==> config.mk <==
export PLATFORM = sky130hd
export DESIGN_NAME = seven_seg_scan_ctrl
export DESIGN_NICKNAME = d
export VERILOG_FILES = /design/src/rtl/seven_seg_scan_ctrl_pkg.sv /design/src/rtl/seven_seg_lz_blank.sv /design/src/rtl/seven_seg_scan_ctrl.sv
export SDC_FILE = /design/constraint.sdc
export NUM_CORES = 1
export LEC_CHECK = 0
export CAP_MARGIN = 10
export CORE_UTILIZATION = 45
export CTS_CLUSTER_DIAMETER = 150
export DETAILED_ROUTE_END_ITERATION = 16
export PLACE_DENSITY = 0.73
export SLEW_MARGIN = 5
export SYNTH_ARGS = -nofsm -noshare
export SYNTH_HDL_FRONTEND = slang
export SYNTH_SLANG_ARGS = --single-unit
==> constraint.sdc <==
create_clock -name i_clk -period 4.05 [get_ports i_clk]
set_clock_uncertainty 0.2 [all_clocks]
set_input_delay 0.81 -clock i_clk [delete_from_list [all_inputs] [get_ports i_clk]]
set_output_delay 0.81 -clock i_clk [all_outputs]
set_load 0.005 [all_outputs]
==> src/rtl/seven_seg_scan_ctrl_pkg.sv <==
// Shared definitions for the seven-segment scan controller.
package seven_seg_scan_ctrl_pkg;

  // Scan states: dark inter-digit gap, or one digit slot being shown.
  typedef enum logic {
    ST_GAP  = 1'b0,
    ST_SHOW = 1'b1
  } state_e;

  // Slot counter width: wide enough for the longer of the lit and gap phases.
  function automatic int cnt_width(input int on_cycles, input int gap_cycles);
    int m;
    m = (on_cycles > gap_cycles) ? on_cycles : gap_cycles;
    return (m < 1) ? 1 : $clog2(m + 1);
  endfunction

endpackage

==> src/rtl/seven_seg_lz_blank.sv <==
// Per-digit dark vector: explicit mask plus optional leading-zero suppression.
module seven_seg_lz_blank #(
  parameter int NUM_DIGITS = 4
) (
  input  logic [4*NUM_DIGITS-1:0] i_value,
  input  logic [NUM_DIGITS-1:0]   i_blank_mask,
  input  logic                    i_lz_suppress,
  output logic [NUM_DIGITS-1:0]   o_blank
);

  // w_zero_from[k] = 1 when nibbles k..NUM_DIGITS-1 are all zero.
  logic [NUM_DIGITS-1:1] w_zero_from;

  for (genvar k = NUM_DIGITS - 1; k >= 1; k--) begin : g_zero
    if (k == NUM_DIGITS - 1) begin : g_top
      assign w_zero_from[k] = (i_value[4*k +: 4] == 4'h0);
    end else begin : g_mid
      assign w_zero_from[k] = w_zero_from[k+1] & (i_value[4*k +: 4] == 4'h0);
    end
    assign o_blank[k] = i_blank_mask[k] | (i_lz_suppress & w_zero_from[k]);
  end

  // Digit 0 always shows something unless explicitly masked.
  assign o_blank[0] = i_blank_mask[0];

endmodule

==> src/rtl/seven_seg_scan_ctrl.sv <==
// Time-multiplexed scan controller for NUM_DIGITS common-anode digits sharing
// one hex decoder. Outputs are active-low and registered.
//
//   state   | meaning
//   ST_GAP  | all anodes off for GAP_CYCLES; exit boundary loads pending data
//   ST_SHOW | digit r_idx driven for ON_CYCLES, then index advances
module seven_seg_scan_ctrl
  import seven_seg_scan_ctrl_pkg::*;
#(
  parameter int NUM_DIGITS = 4,
  parameter int ON_CYCLES  = 50000,
  parameter int GAP_CYCLES = 500
) (
  input  logic                    i_clk,
  input  logic                    i_reset,
  input  logic [4*NUM_DIGITS-1:0] i_value,
  input  logic                    i_load,
  input  logic [NUM_DIGITS-1:0]   i_blank_mask,
  input  logic                    i_lz_suppress,
  output logic [3:0]              o_hex_n,
  output logic [NUM_DIGITS-1:0]   o_digit_n,
  output logic                    o_frame
);

  localparam int CW = cnt_width(ON_CYCLES, GAP_CYCLES);
  localparam int IW = (NUM_DIGITS > 1) ? $clog2(NUM_DIGITS) : 1;
  localparam logic [CW-1:0] ON_LAST  = CW'(ON_CYCLES - 1);
  localparam logic [CW-1:0] GAP_LAST = (GAP_CYCLES > 0) ? CW'(GAP_CYCLES - 1) : '0;
  localparam logic [IW-1:0] IDX_LAST = IW'(NUM_DIGITS - 1);

  state_e                  r_state;
  logic [CW-1:0]           r_cnt;
  logic [IW-1:0]           r_idx;

  logic [4*NUM_DIGITS-1:0] r_pend_value;
  logic [NUM_DIGITS-1:0]   r_pend_mask;
  logic                    r_pend_lz;
  logic                    r_pend_valid;

  logic [4*NUM_DIGITS-1:0] r_act_value;
  logic [NUM_DIGITS-1:0]   r_act_mask;
  logic                    r_act_lz;

  logic [3:0]              r_hex_n;
  logic [NUM_DIGITS-1:0]   r_digit_n;
  logic                    r_frame;

  state_e                  w_state_nxt;
  logic [CW-1:0]           w_cnt_nxt;
  logic [IW-1:0]           w_idx_nxt;
  logic                    w_take;
  logic                    w_frame_nxt;
  logic [4*NUM_DIGITS-1:0] w_act_value_nxt;
  logic [NUM_DIGITS-1:0]   w_act_mask_nxt;
  logic                    w_act_lz_nxt;
  logic [NUM_DIGITS-1:0]   w_blank;
  logic [3:0]              w_hex_n_nxt;
  logic [NUM_DIGITS-1:0]   w_digit_n_nxt;

  // Next-state, slot counter and boundary decisions.
  // With GAP_CYCLES=0 the gap is only visited once, right after reset.
  always_comb begin
    w_state_nxt = r_state;
    w_cnt_nxt   = r_cnt + 1'b1;
    w_idx_nxt   = r_idx;
    w_take      = 1'b0;
    w_frame_nxt = 1'b0;
    case (r_state)
      ST_GAP: begin
        if (r_cnt == GAP_LAST) begin
          w_state_nxt = ST_SHOW;
          w_cnt_nxt   = '0;
          w_take      = r_pend_valid;
        end
      end
      ST_SHOW: begin
        if (r_cnt == ON_LAST) begin
          w_state_nxt = (GAP_CYCLES == 0) ? ST_SHOW : ST_GAP;
          w_cnt_nxt   = '0;
          w_idx_nxt   = (r_idx == IDX_LAST) ? '0 : r_idx + 1'b1;
          w_frame_nxt = (r_idx == IDX_LAST);
          if (GAP_CYCLES == 0) w_take = r_pend_valid;
        end
      end
      default: begin
        w_state_nxt = ST_GAP;
        w_cnt_nxt   = '0;
      end
    endcase
  end

  // Active display data only changes at a slot boundary, so a slot never tears.
  always_comb begin
    w_act_value_nxt = w_take ? r_pend_value : r_act_value;
    w_act_mask_nxt  = w_take ? r_pend_mask  : r_act_mask;
    w_act_lz_nxt    = w_take ? r_pend_lz    : r_act_lz;
  end

  seven_seg_lz_blank #(
    .NUM_DIGITS (NUM_DIGITS)
  ) u_lz_blank (
    .i_value       (w_act_value_nxt),
    .i_blank_mask  (w_act_mask_nxt),
    .i_lz_suppress (w_act_lz_nxt),
    .o_blank       (w_blank)
  );

  // Output pattern for the upcoming cycle; registered below so pins are glitch-free.
  always_comb begin
    w_hex_n_nxt   = 4'hF;
    w_digit_n_nxt = '1;
    if (w_state_nxt == ST_SHOW) begin
      for (int k = 0; k < NUM_DIGITS; k++) begin
        if (w_idx_nxt == IW'(k)) begin
          w_hex_n_nxt      = ~w_act_value_nxt[4*k +: 4];
          w_digit_n_nxt[k] = w_blank[k];
        end
      end
    end
  end

  // State, counter and index registers.
  always_ff @(posedge i_clk) begin
    if (i_reset) begin
      r_state <= ST_GAP;
      r_cnt   <= '0;
      r_idx   <= '0;
    end else begin
      r_state <= w_state_nxt;
      r_cnt   <= w_cnt_nxt;
      r_idx   <= w_idx_nxt;
    end
  end

  // Pending/active data; a LOAD on the take edge re-arms pending for the next slot.
  always_ff @(posedge i_clk) begin
    if (i_reset) begin
      r_pend_value <= '0;
      r_pend_mask  <= '0;
      r_pend_lz    <= 1'b0;
      r_pend_valid <= 1'b0;
      r_act_value  <= '0;
      r_act_mask   <= '0;
      r_act_lz     <= 1'b0;
    end else begin
      r_act_value <= w_act_value_nxt;
      r_act_mask  <= w_act_mask_nxt;
      r_act_lz    <= w_act_lz_nxt;
      if (i_load) begin
        r_pend_value <= i_value;
        r_pend_mask  <= i_blank_mask;
        r_pend_lz    <= i_lz_suppress;
        r_pend_valid <= 1'b1;
      end else if (w_take) begin
        r_pend_valid <= 1'b0;
      end
    end
  end

  // Registered outputs.
  always_ff @(posedge i_clk) begin
    if (i_reset) begin
      r_hex_n   <= 4'hF;
      r_digit_n <= '1;
      r_frame   <= 1'b0;
    end else begin
      r_hex_n   <= w_hex_n_nxt;
      r_digit_n <= w_digit_n_nxt;
      r_frame   <= w_frame_nxt;
    end
  end

  assign o_hex_n   = r_hex_n;
  assign o_digit_n = r_digit_n;
  assign o_frame   = r_frame;

endmodule

==> impl_metrics.json <==
{
  "min_period_over_period_pct": 80.83,
  "die_h_um": 85.76,
  "h-tree-depth": 3,
  "dp.cells": 456,
  "dpl_cell_area_mm2": 0.003518,
  "switching_power_mw": 0.2889,
  "start_kind": "flop",
  "numCtsBuffers": 9,
  "hold_violations": 0,
  "ys_warn_count": 0,
  "antenna_found_initial": 0,
  "rsz0062_at_grt": "false",
  "synth_nets": 370,
  "holdPathStages": 2,
  "vias": 2617,
  "power_frac_seq_pct": 56.5,
  "insertion_delay_ps": 340,
  "max_clock_freq_mhz": 305.5,
  "layout.nets": 397,
  "start_util_pct": 46.46,
  "worst_ep_arrival_time_ps": 3300,
  "tightest_slew_ps": 676.0,
  "dr.pass1.iters": 5,
  "p_leak_nw": 1.317,
  "post-cts-setup-buffers": 0,
  "num_antenna_cells": 0,
  "vias_per_cell": 5.568,
  "place_ws_ps": 805.8,
  "gp_congestion": 0.8723,
  "totalPowerFinal_mw": 1.290,
  "ys_async_sr_fraction_pct": 0,
  "fin_ws_ps": 776.4,
  "end_kind": "flop",
  "cp_cell_sequence": "ha_1, or4b_1, or4_4, nor3_4, buf_4, and4_1, a311o_1, o211ai_1",
  "netlist-cell-type-count": 52,
  "first_global_vias": 2449,
  "cellInternalPower_mw": 1.001,
  "grt_max_degree": 26,
  "synth_most_common_cell": "dfxtp_1",
  "syn_area_mm2": 0.003157,
  "synth_top_cell_by_area": "dfxtp_1",
  "hold_class": "flop to flop",
  "ys.flop_type": "dfxtp_1",
  "synth-seq-cells": 71,
  "path_class": "flop to flop",
  "grt_first_pass_wirelength_um": 11520,
  "power_density_mw_per_mm2": 350.4,
  "grt-ovfl-total": 0,
  "netlist_top_cells_count": "dfxtp_1 (71), nor2_1 (54), nand2_1 (29), a21oi_1 (27), mux2i_1 (27)",
  "postCtsHoldBufs": 0,
  "swShare_pct": 22.40,
  "critical-path-max-stage-delay_ps": 680,
  "combPwrFrac_pct": 5.7,
  "maxSlewViolCount": 0,
  "die_w_um": 85.76,
  "post-route-drc-count": 0,
  "setup_tns_ps": 0,
  "hpwl_um": 4856,
  "ant_nets": 0,
  "slowest_stage": "or4_4",
  "cts_tree": "yes",
  "wirelength_um": 6967,
  "ir_drop_mv": 0.1708,
  "fill_cells": 628,
  "status": "complete, no violations",
  "synth-edff-count": 0,
  "core_area_mm2": 0.006794,
  "synth_top_area_share_pct": 45.03,
  "netlist_top_cells_area": "dfxtp_1 (45%), mux2i_1 (8.6%), nor2_1 (6.4%)",
  "ios": 33,
  "synth.avg_cell_area_um2": 9.177,
  "grt_usage_pct": 19.91,
  "multi_input_area_mm2": 0.001600,
  "die-area_mm2": 0.007354,
  "port_buffers": 32,
  "avgRoutedWirePerCell_um": 14.82,
  "maxCapViolCount": 0,
  "clock_path_buffers": 2,
  "ys_seq_area_share_pct": 45.03,
  "reg2reg_depth": 8,
  "p_clk_share_pct": 37.8,
  "fin_cells": 470,
  "slew_headroom_pct": 54.56,
  "required_ps": 4070,
  "syn_to_final_growth_pct": 16.65,
  "synth_cells": 344,
  "final_util_pct": 54.20,
  "setup_viol": 0,
  "seq_area_mm2": 0.001421,
  "fin_hold_ws_ps": 255.6,
  "postCtsResizedCells": 0,
  "period_minus_slack_ps": 3274,
  "row_count": 30,
  "clock_sinks": 71,
  "clk_pin_slew_ps": 70,
  "path_max_fanout": 20,
  "fin_area_mm2": 0.003682,
  "root_buffer": "clkbuf_8",
  "drt_first_iter_violations": 203,
  "drive_gt1_share_pct": 8.824
}
-- per-layer routing --
layer  global-route usage (%)  routed length (um)  vias up
li1                         -                   -     1296
met1                    26.39                3368     1228
met2                    31.05                3188       82
met3                    3.850                 313       11
met4                    10.00                  95        0
met5                        0                   0        -
-- cells by family (layout without fill, tap and decap cells) --
group	count (synthesis)	in the layout	synth area share, %
AOI/OAI and AO/OA	64	64	14.55
xor gates and xnor gates	14	14	3.884
adders and majority gates	2	2	0.7926
buffers and inverters	26	56	4.280
DFF	71	71	45.03
muxes	28	28	8.918
and+or+nand+nor	139	139	22.55
-- cell usage in the layout, fill, tap and decap left out, types with 3 or more instances in the layout --
cell,netlist,routed
nand2_1,29,29
nor2_1,54,54
xor2_1,8,8
a211oi_1,8,8
buf_4,2,5
clkdlybuf4s50_1,0,32
dfxtp_1,71,71
a311oi_1,6,6
nand4_1,10,10
or4_4,3,3
and3_1,6,6
o22a_1,3,3
o31ai_2,3,3
o31ai_1,8,8
xnor2_1,6,6
inv_1,5,5
nor4_1,7,7
a21oi_1,27,27
nand3_1,6,6
and4_1,3,3
mux2i_1,27,27
clkbuf_8,0,11
-- final timing paths --
| path | from | to | slack, ps |
|---|---|---|---|
| worst max-delay path | r_cnt[0] | o_hex_n[3] | 780 |
| worst min-delay path | r_act_lz | r_act_lz | 260 |
| worst max register to register | r_cnt[0] | o_hex_n[3] | 780 |
| worst min register to register | r_act_lz | r_act_lz | 260 |
-- sequential cells by signal (all words and copies together) (netlist names), 2 cells and up --
name          cells
o_hex_n           4
r_pend_value     16
o_digit_n         4
r_idx             2
r_act_value      16
r_act_mask        4
r_cnt            16
r_pend_mask       4
-- power by group through the flow --
stage          clock [mW]  combinational (mW)  sequential, mW
6_report            0.487              0.0739           0.729
5_1_grt             0.530              0.0816           0.731
4_1_cts             0.497              0.0742           0.729
3_5_place_dp            0              0.0739           0.745
3_3_place_gp            0              0.0721           0.744
2_1_floorplan           0              0.0436           0.738
-- layout make-up --
type / instances / share of cell area (%)
multi-input cells: 247 / 43.46
flip-flops and latches: 71 / 38.60
repair buffers: 37 / 9.718
clock buffers: 13 / 4.315
well taps: 96 / 3.262
inverters: 5 / 0.5097
clock inverters: 1 / 0.1359
-- critical path: cells and delay by family (launching register included) --
family	cells	cell delay, ps
flip-flops	1	370
AND/OR/NAND/NOR	4	1840
adder cells (fa/ha/maj)	1	210
buffers and inverters	1	330
AO/OA/AOI/OAI	2	210
Power figures use the tool's default switching activity.
